<file path="config.mk">
export PLATFORM = sky130hd
export DESIGN_NAME = mem_access_stage
export DESIGN_NICKNAME = d
export VERILOG_FILES = /design/src/rtl/riscv_mem_pkg.sv /design/src/rtl/load_store_align.sv /design/src/rtl/mem_access_stage.sv
export SDC_FILE = /design/constraint.sdc
export NUM_CORES = 1
export LEC_CHECK = 0
export BUFFER_PORTS_ARGS = -buffer_cell sky130_fd_sc_hd__buf_2
export CAP_MARGIN = 40
export CORE_MARGIN = 1.5
export CORE_UTILIZATION = 49
export DETAILED_ROUTE_END_ITERATION = 6
export PLACE_DENSITY_LB_ADDON = 0.3
export SYNTH_ARGS = -nofsm -noshare
export SYNTH_HDL_FRONTEND = slang
export SYNTH_SLANG_ARGS = --single-unit
</file>
<file path="constraint.sdc">
create_clock -name clk -period 3.2 [get_ports clk]
set_clock_uncertainty 0.1 [all_clocks]
set_input_delay 0.64 -clock clk [delete_from_list [all_inputs] [get_ports clk]]
set_output_delay 0.64 -clock clk [all_outputs]
set_load 0.005 [all_outputs]
</file>
<file path="src/rtl/riscv_mem_pkg.sv">
// Shared definitions for the memory-access stage: load/store size encodings
// and the access state machine encoding.
package riscv_mem_pkg;

  localparam logic [2:0] F3_B  = 3'b000;
  localparam logic [2:0] F3_H  = 3'b001;
  localparam logic [2:0] F3_W  = 3'b010;
  localparam logic [2:0] F3_BU = 3'b100;
  localparam logic [2:0] F3_HU = 3'b101;

  typedef enum logic [1:0] {
    MS_IDLE = 2'd0,
    MS_BUSY = 2'd1,
    MS_DONE = 2'd2
  } ms_state_e;

endpackage

</file>
<file path="src/rtl/load_store_align.sv">
// Combinational lane logic: store byte enables and lane replication, load
// byte/halfword extraction with sign/zero extension, and the alignment check.
module load_store_align
  import riscv_mem_pkg::*;
(
  input  logic [2:0]  funct3,
  input  logic [1:0]  addr_lo,
  input  logic [31:0] store_data,
  input  logic [31:0] rdata,
  output logic [3:0]  be,
  output logic [31:0] wdata,
  output logic [31:0] load_data,
  output logic        misaligned
);

  logic [7:0]  byte_sel;
  logic [15:0] half_sel;

  // Pick the addressed byte and halfword out of the read word.
  always_comb begin
    byte_sel = rdata[7:0];
    case (addr_lo)
      2'd0: byte_sel = rdata[7:0];
      2'd1: byte_sel = rdata[15:8];
      2'd2: byte_sel = rdata[23:16];
      2'd3: byte_sel = rdata[31:24];
      default: byte_sel = rdata[7:0];
    endcase
    half_sel = addr_lo[1] ? rdata[31:16] : rdata[15:0];
  end

  // Size-dependent enables, store replication, load extension and fault flag.
  always_comb begin
    be         = 4'b0000;
    wdata      = store_data;
    load_data  = 32'd0;
    misaligned = 1'b0;
    case (funct3)
      F3_B: begin
        be        = 4'b0001 << addr_lo;
        wdata     = {4{store_data[7:0]}};
        load_data = {{24{byte_sel[7]}}, byte_sel};
      end
      F3_BU: begin
        be        = 4'b0001 << addr_lo;
        wdata     = {4{store_data[7:0]}};
        load_data = {24'd0, byte_sel};
      end
      F3_H: begin
        be         = 4'b0011 << {addr_lo[1], 1'b0};
        wdata      = {2{store_data[15:0]}};
        load_data  = {{16{half_sel[15]}}, half_sel};
        misaligned = addr_lo[0];
      end
      F3_HU: begin
        be         = 4'b0011 << {addr_lo[1], 1'b0};
        wdata      = {2{store_data[15:0]}};
        load_data  = {16'd0, half_sel};
        misaligned = addr_lo[0];
      end
      F3_W: begin
        be         = 4'b1111;
        wdata      = store_data;
        load_data  = rdata;
        misaligned = |addr_lo;
      end
      default: begin
        misaligned = 1'b1;
      end
    endcase
  end

endmodule

</file>
<file path="src/rtl/mem_access_stage.sv">
// Memory-access pipeline stage. Non-memory instructions and faulting memory
// operations pass straight through in IDLE; legal accesses are latched, issued
// to data memory in BUSY (stalling upstream) and reported for one cycle in DONE.
//
// Handshake: dmem_req stays high from the first BUSY cycle until the cycle in
// which dmem_ready is sampled high; that cycle completes the access and rdata
// is taken in that same cycle. dmem_ready outside BUSY is ignored.
module mem_access_stage
  import riscv_mem_pkg::*;
#(
  parameter int TIMEOUT_CYCLES = 255
) (
  input  logic        clk,
  input  logic        reset,
  input  logic        in_valid,
  input  logic        mem_read_in,
  input  logic        mem_write_in,
  input  logic        mem_to_reg_in,
  input  logic        reg_write_in,
  input  logic [2:0]  funct3_in,
  input  logic [4:0]  rd_in,
  input  logic [31:0] alu_result_in,
  input  logic [31:0] store_data_in,
  output logic        dmem_req,
  output logic        dmem_we,
  output logic [31:0] dmem_addr,
  output logic [31:0] dmem_wdata,
  output logic [3:0]  dmem_be,
  input  logic        dmem_ready,
  input  logic [31:0] dmem_rdata,
  output logic        stall,
  output logic        out_valid,
  output logic        reg_write_out,
  output logic        mem_to_reg_out,
  output logic [4:0]  rd_out,
  output logic [31:0] read_data_out,
  output logic [31:0] alu_result_out,
  output logic        misaligned_out,
  output logic        bus_err_out,
  output logic [1:0]  dbg_state
);

  localparam int CW = (TIMEOUT_CYCLES < 2) ? 1 : $clog2(TIMEOUT_CYCLES + 1);
  localparam logic [CW-1:0] TO_LAST = CW'(TIMEOUT_CYCLES - 1);

  ms_state_e   state_q;
  logic [CW-1:0] cnt_q;
  logic [31:0] addr_q;
  logic [2:0]  f3_q;
  logic [4:0]  rd_q;
  logic        we_q;
  logic        is_load_q;
  logic        reg_write_q;
  logic        mem_to_reg_q;
  logic [3:0]  be_q;
  logic [31:0] wdata_q;
  logic [31:0] data_q;
  logic        bus_err_q;

  logic        busy;
  logic        is_mem;
  logic        accept;
  logic [2:0]  al_f3;
  logic [1:0]  al_lo;
  logic [3:0]  al_be;
  logic [31:0] al_wdata;
  logic [31:0] al_load;
  logic        al_mis;

  assign busy   = (state_q == MS_BUSY);
  assign is_mem = mem_read_in | mem_write_in;
  // In IDLE the aligner checks the incoming op; in BUSY it formats the read
  // word using the latched size and lane.
  assign al_f3  = busy ? f3_q : funct3_in;
  assign al_lo  = busy ? addr_q[1:0] : alu_result_in[1:0];
  assign accept = (state_q == MS_IDLE) && in_valid && is_mem && !al_mis;

  load_store_align u_align (
    .funct3     (al_f3),
    .addr_lo    (al_lo),
    .store_data (store_data_in),
    .rdata      (dmem_rdata),
    .be         (al_be),
    .wdata      (al_wdata),
    .load_data  (al_load),
    .misaligned (al_mis)
  );

  // Access FSM: latch on accept, wait for ready or timeout, report once.
  always_ff @(posedge clk) begin
    if (reset) begin
      state_q      <= MS_IDLE;
      cnt_q        <= '0;
      addr_q       <= '0;
      f3_q         <= '0;
      rd_q         <= '0;
      we_q         <= 1'b0;
      is_load_q    <= 1'b0;
      reg_write_q  <= 1'b0;
      mem_to_reg_q <= 1'b0;
      be_q         <= '0;
      wdata_q      <= '0;
      data_q       <= '0;
      bus_err_q    <= 1'b0;
    end else begin
      case (state_q)
        MS_IDLE: begin
          if (accept) begin
            addr_q       <= alu_result_in;
            f3_q         <= funct3_in;
            rd_q         <= rd_in;
            we_q         <= mem_write_in;
            is_load_q    <= mem_read_in & ~mem_write_in;
            reg_write_q  <= reg_write_in;
            mem_to_reg_q <= mem_to_reg_in;
            be_q         <= mem_write_in ? al_be : 4'b0000;
            wdata_q      <= al_wdata;
            data_q       <= '0;
            bus_err_q    <= 1'b0;
            cnt_q        <= '0;
            state_q      <= MS_BUSY;
          end
        end
        MS_BUSY: begin
          if (cnt_q != '1) cnt_q <= cnt_q + CW'(1);
          if (dmem_ready) begin
            data_q  <= is_load_q ? al_load : 32'd0;
            state_q <= MS_DONE;
          end else if (cnt_q >= TO_LAST) begin
            bus_err_q <= 1'b1;
            state_q   <= MS_DONE;
          end
        end
        MS_DONE: state_q <= MS_IDLE;
        default: state_q <= MS_IDLE;
      endcase
    end
  end

  // Result bundle and handshake outputs selected by state; reset forces the
  // control/status outputs low.
  always_comb begin
    dmem_req       = 1'b0;
    stall          = 1'b0;
    out_valid      = 1'b0;
    reg_write_out  = 1'b0;
    mem_to_reg_out = 1'b0;
    rd_out         = rd_in;
    read_data_out  = 32'd0;
    alu_result_out = alu_result_in;
    misaligned_out = 1'b0;
    bus_err_out    = 1'b0;
    case (state_q)
      MS_IDLE: begin
        if (in_valid) begin
          if (!is_mem) begin
            out_valid      = 1'b1;
            reg_write_out  = reg_write_in;
            mem_to_reg_out = mem_to_reg_in;
          end else if (al_mis) begin
            out_valid      = 1'b1;
            misaligned_out = 1'b1;
          end else begin
            stall = 1'b1;
          end
        end
      end
      MS_BUSY: begin
        dmem_req       = 1'b1;
        stall          = 1'b1;
        rd_out         = rd_q;
        alu_result_out = addr_q;
      end
      MS_DONE: begin
        out_valid      = 1'b1;
        rd_out         = rd_q;
        alu_result_out = addr_q;
        read_data_out  = data_q;
        reg_write_out  = reg_write_q & ~bus_err_q;
        mem_to_reg_out = mem_to_reg_q & ~bus_err_q;
        bus_err_out    = bus_err_q;
      end
      default: ;
    endcase
    if (reset) begin
      dmem_req       = 1'b0;
      stall          = 1'b0;
      out_valid      = 1'b0;
      misaligned_out = 1'b0;
      bus_err_out    = 1'b0;
    end
  end

  assign dmem_we    = dmem_req & we_q;
  assign dmem_addr  = {addr_q[31:2], 2'b00};
  assign dmem_wdata = wdata_q;
  assign dmem_be    = be_q;
  assign dbg_state  = state_q;

endmodule

</file>
==> results.py <==
metrics = {
    "run_status": {
        "status": "complete, no violations",
    },
    "sta": {
        "rsz0062_at_grt": "no",
        "max-slew-margin-rel_pct": 51.76,
        "worstMarginPinSlew_ns": 0.7209,
        "hold_viol": 0,
        "setup_tns_ns": 0,
        "min_period_over_period_pct": 96.24,
        "slew_violations": 0,
        "layout_setup_ws_ns": 0.1205,
        "setup_viol": 0,
        "min_period_ns": 3.080,
        "fmax_mhz": 324.7,
    },
    "worst_setup_path": {
        "critPathKind": "reg -> out",
        "start_kind": "flip-flop",
        "arrival_ns": 2.34,
        "path_max_fanout": 11,
        "required_ns": 2.46,
        "end_kind": "output pin",
    },
    "routing": {
        "wl_met1_um": 8214,
        "met2_length_um": 8998,
        "ant_nets": 0,
        "wire_per_inst_um": 16.46,
        "wl_met3_um": 1354,
        "via_per_inst": 5.585,
        "wl_um": 19030,
        "drt_iter0_drc": 618,
        "top_layer": "met4",
        "drt_pass1_iterations": 6,
        "drc": 0,
        "vias": 6456,
    },
    "clocking": {
        "worst_skew_pair.late_latency_ns": 0.41,
        "cts_setup_buffers": 0,
        "cts_root_buf": "clkbuf_16",
        "clock_path_buffers": 2,
        "cts.sinks": 123,
        "h-tree-depth": 4,
        "cts.clk_slew.worst_paths_ns": 0.05,
        "cts_buffers": 17,
        "cts_tree": "yes",
    },
    "die": {
        "ios": 259,
        "die_y_um": 117.8,
        "start_util_pct": 50.73,
        "die_w_um": 117.8,
        "die-area_sq_mm": 0.01387,
        "core_sq_mm": 0.01272,
        "rows": 41,
    },
    "finish": {
        "nets": 1089,
        "drive_above_1_share_pct": 37.23,
        "postLayoutCellArea_sq_mm": 0.008183,
        "final_common_cell": "buf_2",
        "area_delta_synth_final_pct": 26.79,
        "final_cell_mix": "257 x buf_2, 149 x nand2_1, 123 x dfxtp_1, 58 x a21oi_1, 42 x nor2_1",
    },
    "placed_design": {
        "hpwlAfterDp_um": 13340,
        "dpl_worst_slack_ns": 0.2441,
        "dpl_cell_area_sq_mm": 0.007632,
        "globalplace.congestion": 0.8659,
        "io_buffer_count": 256,
    },
    "min_path": {
        "hp-class": "reg -> reg",
    },
    "global_route": {
        "grt_pass1_wl_um": 30310,
        "antenna_found_initial": 0,
        "gr-total-overflow": 0,
        "grt_pass1_vias": 6032,
        "track_usage_pct": 26.76,
        "grt_max_degree": 109,
    },
    "synth": {
        "ys.flop_type": "dfxtp_1",
        "synth.distinct_cells": 62,
        "seq_area_frac_synth_pct": 38.15,
        "synth_edf_count": 0,
        "yosysWarningCount": 0,
        "syn_area_per_cell_sq_um": 8.436,
        "syn-cell-area_sq_mm": 0.006454,
        "ys_async_sr_fraction_pct": 0,
        "synth-seq-cells": 123,
        "syn_inst": 765,
    },
    "pwr": {
        "max-vdd-ir-drop_mv": 0.3960,
        "power_density_mw_per_mm2": 659.9,
        "power_leakage_uw": 0.003525,
    },
    "job": {
        "drv_cap": 0,
    },
}
-- area by class of cell --
cell class,instances,area [sq um]
inverters,11,41.29
clock buffers,22,454.2
diodes,1,2.502
well taps,172,215.2
clock inverters,9,50.05
repair buffers,278,1456
fillers,1148,4539
multi-input cells,540,3501
flip-flops and latches,123,2462
-- kinds of logic (layout without fill, tap and decap cells) --
group	Yosys count	in the layout	synth area share (%)
and+or+nand+nor	273	273	19.31
AOI/OAI and AO/OA	203	203	23.15
DFF	123	123	38.15
buffers and inverters	103	320	8.530
muxes	56	56	9.635
adders and majority gates	6	6	1.163
other	1	3	0.05811
-- worst max-delay path: stages, from the launching register on --
cell      delay, ns
dfxtp_1        0.49
ha_4           0.27
mux2i_4        0.36
nor2_2         0.14
a211oi_4       0.29
o221a_2        0.26
buf_2          0.12
-- report_power, final --
group / internal, uW / total, uW / switching [uW]
clock network: 993 / 1650 / 655
logic: 893 / 1980 / 1080
registers: 1680 / 1770 / 98.2
total: 3560 / 5400 / 1840
-- flip-flops by register name, indices dropped and copies added, names as in the netlist --
register,flops
is_load_q,1
reg_write_q,1
dbg_state,2
mem_to_reg_q,1
bus_err_q,1
f3_q,3
addr_q,32
we_q,1
data_q,32
dmem_wdata,32
dmem_be,4
cnt_q,8
rd_q,5
-- worst paths after layout --
kind                     start    endpoint  depth (start not counted)  slack [ns]
setup reg to reg  dbg_state[0]  data_q[29]                          8        0.47
hold / removal      dmem_be[2]  dmem_be[2]                          2        0.35
setup / recovery  dbg_state[0]       stall                          6        0.12
hold reg to reg     dmem_be[2]  dmem_be[2]                          2        0.35
-- through the flow --
stage               total power [uW]  cells  util (%)  hold WS, ns
finish                          5400   1156     64.32       0.3503
global route                    5704   1155     64.30       0.3710
CTS                             5407   1155     64.02       0.3523
detailed placement              3750   1124     59.99       0.3404
global placement                3725   1123     59.95       0.3393
floorplan                       3107    766         -       0.3242
-- cells in the mapped netlist (16+ instances only) --
cell	instances	share of area (%)
nand2_1	149	8.7
dfxtp_1	123	38
a21oi_1	58	4.5
nor2_1	43	2.5
mux2_2	39	6.8
buf_4	37	4.3
and2_1	36	3.5
clkbuf_1	32	1.9
o2bb2ai_1	32	4.3
a211oi_1	28	3.3
buf_2	19	1.5
a221oi_1	18	2.4
a311oi_1	16	2.2
mux2i_1	16	2.5
-- metal layers --
layer / vias to the layer above / track usage [%]
li1: 3130 / -
met4: 0 / 10.75
met1: 2997 / 33.64
met5: - / 0
met3: 39 / 6.298
met2: 290 / 44.23
-- timing repair --
| action | 4_1_cts | 5_1_grt |
|---|---|---|
| hold buffers | 0 | 0 |
| gates resized for setup | 2 | 7 |
| endpoints found under the setup margin | 3 | 3 |
(Power assumes the default switching activity.)
